<file path="src/rtl/mem_arb_ctrl.sv">
// Two-port (dcache/icache) arbiter for a single-outstanding memory channel.
// The dcache has priority, but the icache is forced through after STARVE_LIMIT consecutive losses.
module mem_arb_ctrl #(
    parameter int unsigned ADDRESS_WIDTH    = 32,
    parameter int unsigned CACHE_LINE_WIDTH = 128,
    parameter int unsigned STARVE_LIMIT     = 4
) (
    input  logic                        clk,
    input  logic                        reset,
    input  logic                        req_d,
    input  logic                        req_i,
    input  logic                        write_d,
    input  logic                        write_i,
    input  logic [ADDRESS_WIDTH-1:0]    addr_d,
    input  logic [ADDRESS_WIDTH-1:0]    addr_i,
    input  logic [CACHE_LINE_WIDTH-1:0] data_d,
    input  logic [CACHE_LINE_WIDTH-1:0] data_i,
    input  logic                        mem_fill_valid,
    output logic                        mem_req,
    output logic                        mem_store,
    output logic [ADDRESS_WIDTH-1:0]    mem_addr,
    output logic [CACHE_LINE_WIDTH-1:0] mem_data,
    output logic                        grant_d,
    output logic                        grant_i,
    output logic                        busy,
    output logic                        proto_err
);

    localparam int unsigned CntW = (STARVE_LIMIT > 0) ? $clog2(STARVE_LIMIT + 1) : 1;
    localparam logic [CntW-1:0] StarveMax = CntW'(STARVE_LIMIT);

    typedef enum logic [1:0] {StIdle, StIssue, StWait, StDone} state_e;

    state_e          state_q;
    logic            owner_i_q;
    logic [CntW-1:0] starve_cnt_q;
    logic            pick_i;

    // The icache wins when it is alone, or when it has lost too many times in a row.
    assign pick_i = req_i && (!req_d || (starve_cnt_q == StarveMax));

    assign grant_d = (state_q == StWait) && mem_fill_valid && !owner_i_q;
    assign grant_i = (state_q == StWait) && mem_fill_valid && owner_i_q;

    always_ff @(posedge clk) begin
        if (!reset) begin
            state_q      <= StIdle;
            owner_i_q    <= 1'b0;
            starve_cnt_q <= '0;
            mem_req      <= 1'b0;
            mem_store    <= 1'b0;
            mem_addr     <= '0;
            mem_data     <= '0;
            busy         <= 1'b0;
            proto_err    <= 1'b0;
        end else begin
            mem_req <= 1'b0;
            // A completion can only be legal while a transaction is outstanding.
            if (mem_fill_valid && (state_q != StWait)) begin
                proto_err <= 1'b1;
            end
            case (state_q)
                StIdle: begin
                    if (req_d || req_i) begin
                        owner_i_q <= pick_i;
                        mem_store <= pick_i ? write_i : write_d;
                        mem_addr  <= pick_i ? addr_i : addr_d;
                        mem_data  <= pick_i ? data_i : data_d;
                        if (pick_i) begin
                            starve_cnt_q <= '0;
                        end else if (req_i && (starve_cnt_q != StarveMax)) begin
                            starve_cnt_q <= starve_cnt_q + CntW'(1);
                        end
                        mem_req <= 1'b1;
                        busy    <= 1'b1;
                        state_q <= StIssue;
                    end
                end
                StIssue: state_q <= StWait;
                StWait: begin
                    if (mem_fill_valid) begin
                        state_q <= StDone;
                    end
                end
                StDone: begin
                    busy    <= 1'b0;
                    state_q <= StIdle;
                end
                default: begin
                    busy    <= 1'b0;
                    state_q <= StIdle;
                end
            endcase
        end
    end

endmodule

</file>
<file path="config.mk">
export PLATFORM = sky130hd
export DESIGN_NAME = mem_arb_ctrl
export DESIGN_NICKNAME = d
export VERILOG_FILES = /design/src/rtl/mem_arb_ctrl.sv
export SDC_FILE = /design/constraint.sdc
export NUM_CORES = 1
export LEC_CHECK = 0
export CELL_PAD_IN_SITES_DETAIL_PLACEMENT = 0
export CELL_PAD_IN_SITES_GLOBAL_PLACEMENT = 2
export CORE_AREA = 2 2 193 195
export DETAILED_ROUTE_END_ITERATION = 12
export DIE_AREA = 0 0 195 197
export DONT_BUFFER_PORTS = 1
export PLACE_DENSITY_LB_ADDON = 0.1
export SYNTH_ARGS = -nofsm -noshare
export SYNTH_HDL_FRONTEND = slang
export SYNTH_SLANG_ARGS = --single-unit
</file>
<file path="constraint.sdc">
create_clock -name clk -period 4 [get_ports clk]
set_input_delay 0.4 -clock clk [delete_from_list [all_inputs] [get_ports clk]]
set_output_delay 0.4 -clock clk [all_outputs]
set_load 0.05 [all_outputs]
</file>
After elaboration in Yosys (flattened, before gate mapping)
Cells that the tools add are included.

word-level totals
  bits in registers = 170
  input port bits = 327
  output and inout port bits = 166
  word-level logic and storage cells = 47

cells by class
  add/sub/neg operators = 1
  eq/ne operators = 8
  multiplexer cells = 11
  reduce and logical (&&, ||, !) cells = 18

operators with widths
  operator               number
  $mux W128              1
  $mux W32               1
  $pmux W2 S4            1
  $reduce_and A2 Y1      4
  $logic_and A1 B1 Y1    6
  $mux W3                2
  $ne A2 B2 Y1 const B   3
  $eq A2 B2 Y1 const B   2
  $mux W2                2
  $reduce_bool A2 Y1     2
  $add A3 B1 Y3 const B  1
  $eq A3 B3 Y1 const B   1
  $mux W1                3
  $ne A3 B3 Y1 const B   1
  $reduce_and A3 Y1      1
  $eq A2 B1 Y1 const B   1
  $logic_not A1 Y1       2
  $logic_not A2 Y1       1
  $logic_or A1 B1 Y1     2
  $pmux W1 S2            1

Depth between registers and ports, before layout
  depth after elaboration = 5
  mapped depth = 8
  mapped depth without buffers = 5

Worst setup path before layout
OpenSTA, ideal clock, no wires.

  kind = reg2out
  start point = register state_q[0]
  end point = output grant_d
  arrival = 1.276 ns
  data required time = 3.600 ns
  setup slack = 2.324 ns
  cell stages (with the launch flop) = 5
  path buffers = 0
  cell sequence = dfxtp_1 inv_1 ha_1 nand2_1 nor2_1

on the way
  cells in the longest elaborated chain, start to end = 3

ends and longest elaborated chain
  item                               line  text
  start, declared                    34    state_e state_q;
  start signal, assigned             47    state_q <= StIdle;
  start signal, assigned             76    state_q <= StIssue;
  start signal, assigned             79    StIssue: state_q <= StWait;
  $eq A2 B2 Y1                       42    assign grant_d = (state_q == StWait) && mem_fill_valid && !owner_i_q;
  $logic_and A1 B1 Y1 (2 in series)  42
  end, declared                      23    output logic grant_d,

No other way between the ends.

Worst setup path after layout
  start point = register starve_cnt_q[0]
  end point = register mem_data[100]

on the way
  cells in the longest elaborated chain, start to end = 4

ends and longest elaborated chain
  item                    line  text
  start, declared         36    logic [CntW-1:0] starve_cnt_q;
  start signal, assigned  72    starve_cnt_q <= starve_cnt_q + CntW'(1);
  $eq A3 B3 Y1            40    assign pick_i = req_i && (!req_d || (starve_cnt_q == StarveMax));
  $logic_or A1 B1 Y1      40
  $logic_and A1 B1 Y1     40
  $mux W128               68    mem_data <= pick_i ? data_i : data_d;
  end signal, assigned    68
  end, declared           22    output logic [CACHE_LINE_WIDTH-1:0] mem_data,

No other way between the ends.
A chain may end at the register's enable or synchronous reset.

==> impl_metrics.csv <==
group,metric,value,unit
cts,cts_sinks,170,
yosys,avgSynthCellArea,7.73,um^2
yosys,synth_seq_cells,170,
timing,worst_slew_pin_slew,963,ps
critical_path,cp.arrival,2660,ps
cts,cts_root_buf,"clkbuf_16",
final_layout,nets,1225,
cts,post_cts.repair.setup_buffers,0,
critical_path,worstSetupStartpointType,"flop",
routing,wl_per_cell,27.2,um
power_and_ir_drop,p_seq_share,55.4,%
place,place_inst,1342,
power_and_ir_drop,swShare,51.9,%
place,portBuffers,0,
cts,cts_tree,"built",
power_and_ir_drop,p_per_area,972,nW/um^2
yosys,ys_types,27,
power_and_ir_drop,intPower,4.01,mW
power_and_ir_drop,power_switching,4.32,mW
cts,clk_latency,450,ps
timing,hold_viol_final,0,
cts,cts_resized,0,
timing,rsz0062_at_grt,"no",
critical_path,critPathCapture,"mem_data[100]$_SDFFE_PN0P_",
critical_path,end_kind,"flop",
die,rows,70,
die,core_area,36300,um^2
global_route,grt_pass1_vias,7796,
critical_path,worstSetupPathType,"reg -> reg",
global_route,grt_max_degree,169,
die,die_w,195,um
timing,slew_violations,0,
routing,via_count,7563,
run_status,status,"finished clean",
final_layout,stdcell_count,1378,
cts,clk_pin_slew,70,ps
global_route,antenna_found_initial,9,
die,ios,493,
die,start_util,21.0,%
final_layout,area_growth,12.7,%
timing,tns,0,ps
routing,ant_nets,0,
yosys,ys_warn_count,0,
timing,max_slew_margin,35.6,%
final_layout,mostFrequentLayoutCell,"o21ai_0",
routing,via_per_inst,5.49,
critical_path,ff2ff_setup_slack,1710,ps
power_and_ir_drop,clockPowerShare,22.4,%
global_route,grt_pass1_wl,54500,um
power_and_ir_drop,combPwrFrac,22.2,%
place,gp_congestion,0.759,
critical_path,r2r-end,"mem_data[100]$_SDFFE_PN0P_",
routing,wl,37500,um
routing,first_pass_iters,5,
global_route,gr-total-overflow,0,
power_and_ir_drop,peakVddDrop,0.000392,V
die,fp.dieArea,38400,um^2
job,maxCapViolCount,0,
routing,drt_iter0_drc,391,
timing,finalCritPeriodShare,57.3,%
cts,hold_buffers,0,
cts,cts_buffers,17,
routing,drc,0,
hold_path,hp-class,"in -> reg",
critical_path,r2r-start,"starve_cnt_q[0]$_SDFFE_PN0P_",
final_layout,post-route-util,23.6,%
yosys,synth_area,7610,um^2
cts,htreeDepth,4,
place,hpwl,23600,um
timing,min_period,2290,ps
cts,clk_path_buf_depth,2,
yosys,ys_seq_area_share,44.7,%
timing,fmaxAchievable,437,MHz
timing,fin_worst_skew,14.0,ps
critical_path,cp.required,4370,ps
final_layout,drive_gt1_share,5.41,%
die,die_h,197,um
critical_path,r2r_cells,6,
critical_path,critPathMaxFanout,58,
power_and_ir_drop,p_leak,2.81,nW
yosys,syn-instance-count,984,
critical_path,startpoint,"starve_cnt_q[0]$_SDFFE_PN0P_",
final_layout,final_cell_mix,"324 x o21ai_0, 170 x dfxtp_1, 167 x a21oi_1, 161 x a31oi_1, 17 x clkbuf_16",
yosys,syn_nets,1316,
timing,setup_viol_count_final,0,
global_route,track_usage,18.7,%
[metrics by stage]
stage	setup WS [ps]	total power [mW]	hold WS [ps]	instance area, um^2
final	1710	8.33	103	8570
after floorplan	2320	5.84	449	7610
after global routing	1510	8.80	60.0	8570
after global placement	1740	6.58	475	7910
after detailed placement	1680	6.54	476	7910
after CTS	1680	8.47	50.0	8560
[cells in the mapped netlist]
| cell type | count | area (um^2) |
|---|---|---|
| nor3b_1 | 1 | 7.51 |
| a32oi_1 | 1 | 8.76 |
| dfxtp_1 | 170 | 3400 |
| and3_1 | 1 | 6.26 |
| or3b_2 | 1 | 8.76 |
| a21boi_0 | 1 | 7.51 |
| nand3_1 | 1 | 5.00 |
| ha_1 | 5 | 62.6 |
| a21o_1 | 1 | 7.51 |
| o21ai_0 | 325 | 1630 |
| a21oi_1 | 167 | 836 |
| inv_1 | 6 | 22.5 |
| nand2_1 | 5 | 18.8 |
| nand2b_1 | 1 | 6.26 |
| a31oi_1 | 161 | 1010 |
| a21bo_1 | 1 | 10.0 |
| buf_4 | 1 | 7.51 |
| inv_2 | 1 | 3.75 |
| a21boi_2 | 1 | 11.3 |
| nor2_1 | 6 | 22.5 |
| buf_1 | 11 | 41.3 |
| o21a_1 | 2 | 15.0 |
| clkbuf_1 | 96 | 360 |
| nand4_1 | 1 | 6.26 |
| buf_6 | 1 | 11.3 |
| buf_2 | 14 | 70.1 |
| or3_1 | 2 | 12.5 |
[how the worst min path moves through the flow]
| stage | slack, ps | cells after the start | to | from |
|---|---|---|---|---|
| after floorplan | 450 | 2 | starve_cnt_q[1]$_SDFFE_PN0P_ | starve_cnt_q[1]$_SDFFE_PN0P_ |
| after global placement | 480 | 2 | starve_cnt_q[1]$_SDFFE_PN0P_ | starve_cnt_q[1]$_SDFFE_PN0P_ |
| after detailed placement | 480 | 2 | starve_cnt_q[1]$_SDFFE_PN0P_ | starve_cnt_q[1]$_SDFFE_PN0P_ |
| after CTS | 50 | 1 | busy$_SDFFE_PN0P_ | reset |
| after global routing | 60 | 1 | busy$_SDFFE_PN0P_ | reset |
| final | 100 | 1 | busy$_SDFFE_PN0P_ | reset |
[registers in the layout, summed over array words and instances, names as in the netlist]
signal and cells:
starve_cnt_q 3, state_q 2, mem_addr 32, mem_req 1, mem_data 128, owner_i_q 1
mem_store 1, busy 1, proto_err 1
[layout make-up]
| type | count | area [um^2] |
|---|---|---|
| Antenna cell | 4 | 10.0 |
| Clock buffer | 23 | 488 |
| Clock inverter | 9 | 161 |
| Fill cell | 3995 | 27700 |
| Inverter | 7 | 28.8 |
| Multi-Input combinational cell | 684 | 3720 |
| Sequential cell | 170 | 3400 |
| Tap cell | 468 | 586 |
| Timing Repair Buffer | 13 | 173 |
[metal layers]
layer	share of wire, %	up-vias	global-route usage [%]
met4	1.7	6	5.94
met5	0.096	-	0
li1	-	3509	-
met2	50	379	32.1
met3	10	33	7.89
met1	38	3636	21.0
[worst max-delay path, cell delays in order (launching register included)]
cell,delay (ps)
dfxtp_1,330
inv_1,60
ha_1,250
a21bo_4,740
buf_4,490
a31oi_1,150
a21oi_1,180
[power groups by stage]
stage	sequential, mW	combinational, mW	clock [mW]
after global routing	4.68	2.11	2.01
after floorplan	4.42	1.42	0
after global placement	4.70	1.88	0
after CTS	4.63	1.89	1.95
final	4.61	1.85	1.86
after detailed placement	4.66	1.88	0
[cell families after synthesis]
kind of cell	count (synthesis)	share of synthesized area, %
fa+ha+maj	5	0.823
flops	170	44.7
buf+inv	130	6.79
simple gates	19	1.23
compound gates	660	46.4
Note: power is estimated with default switching activity, not from simulation.
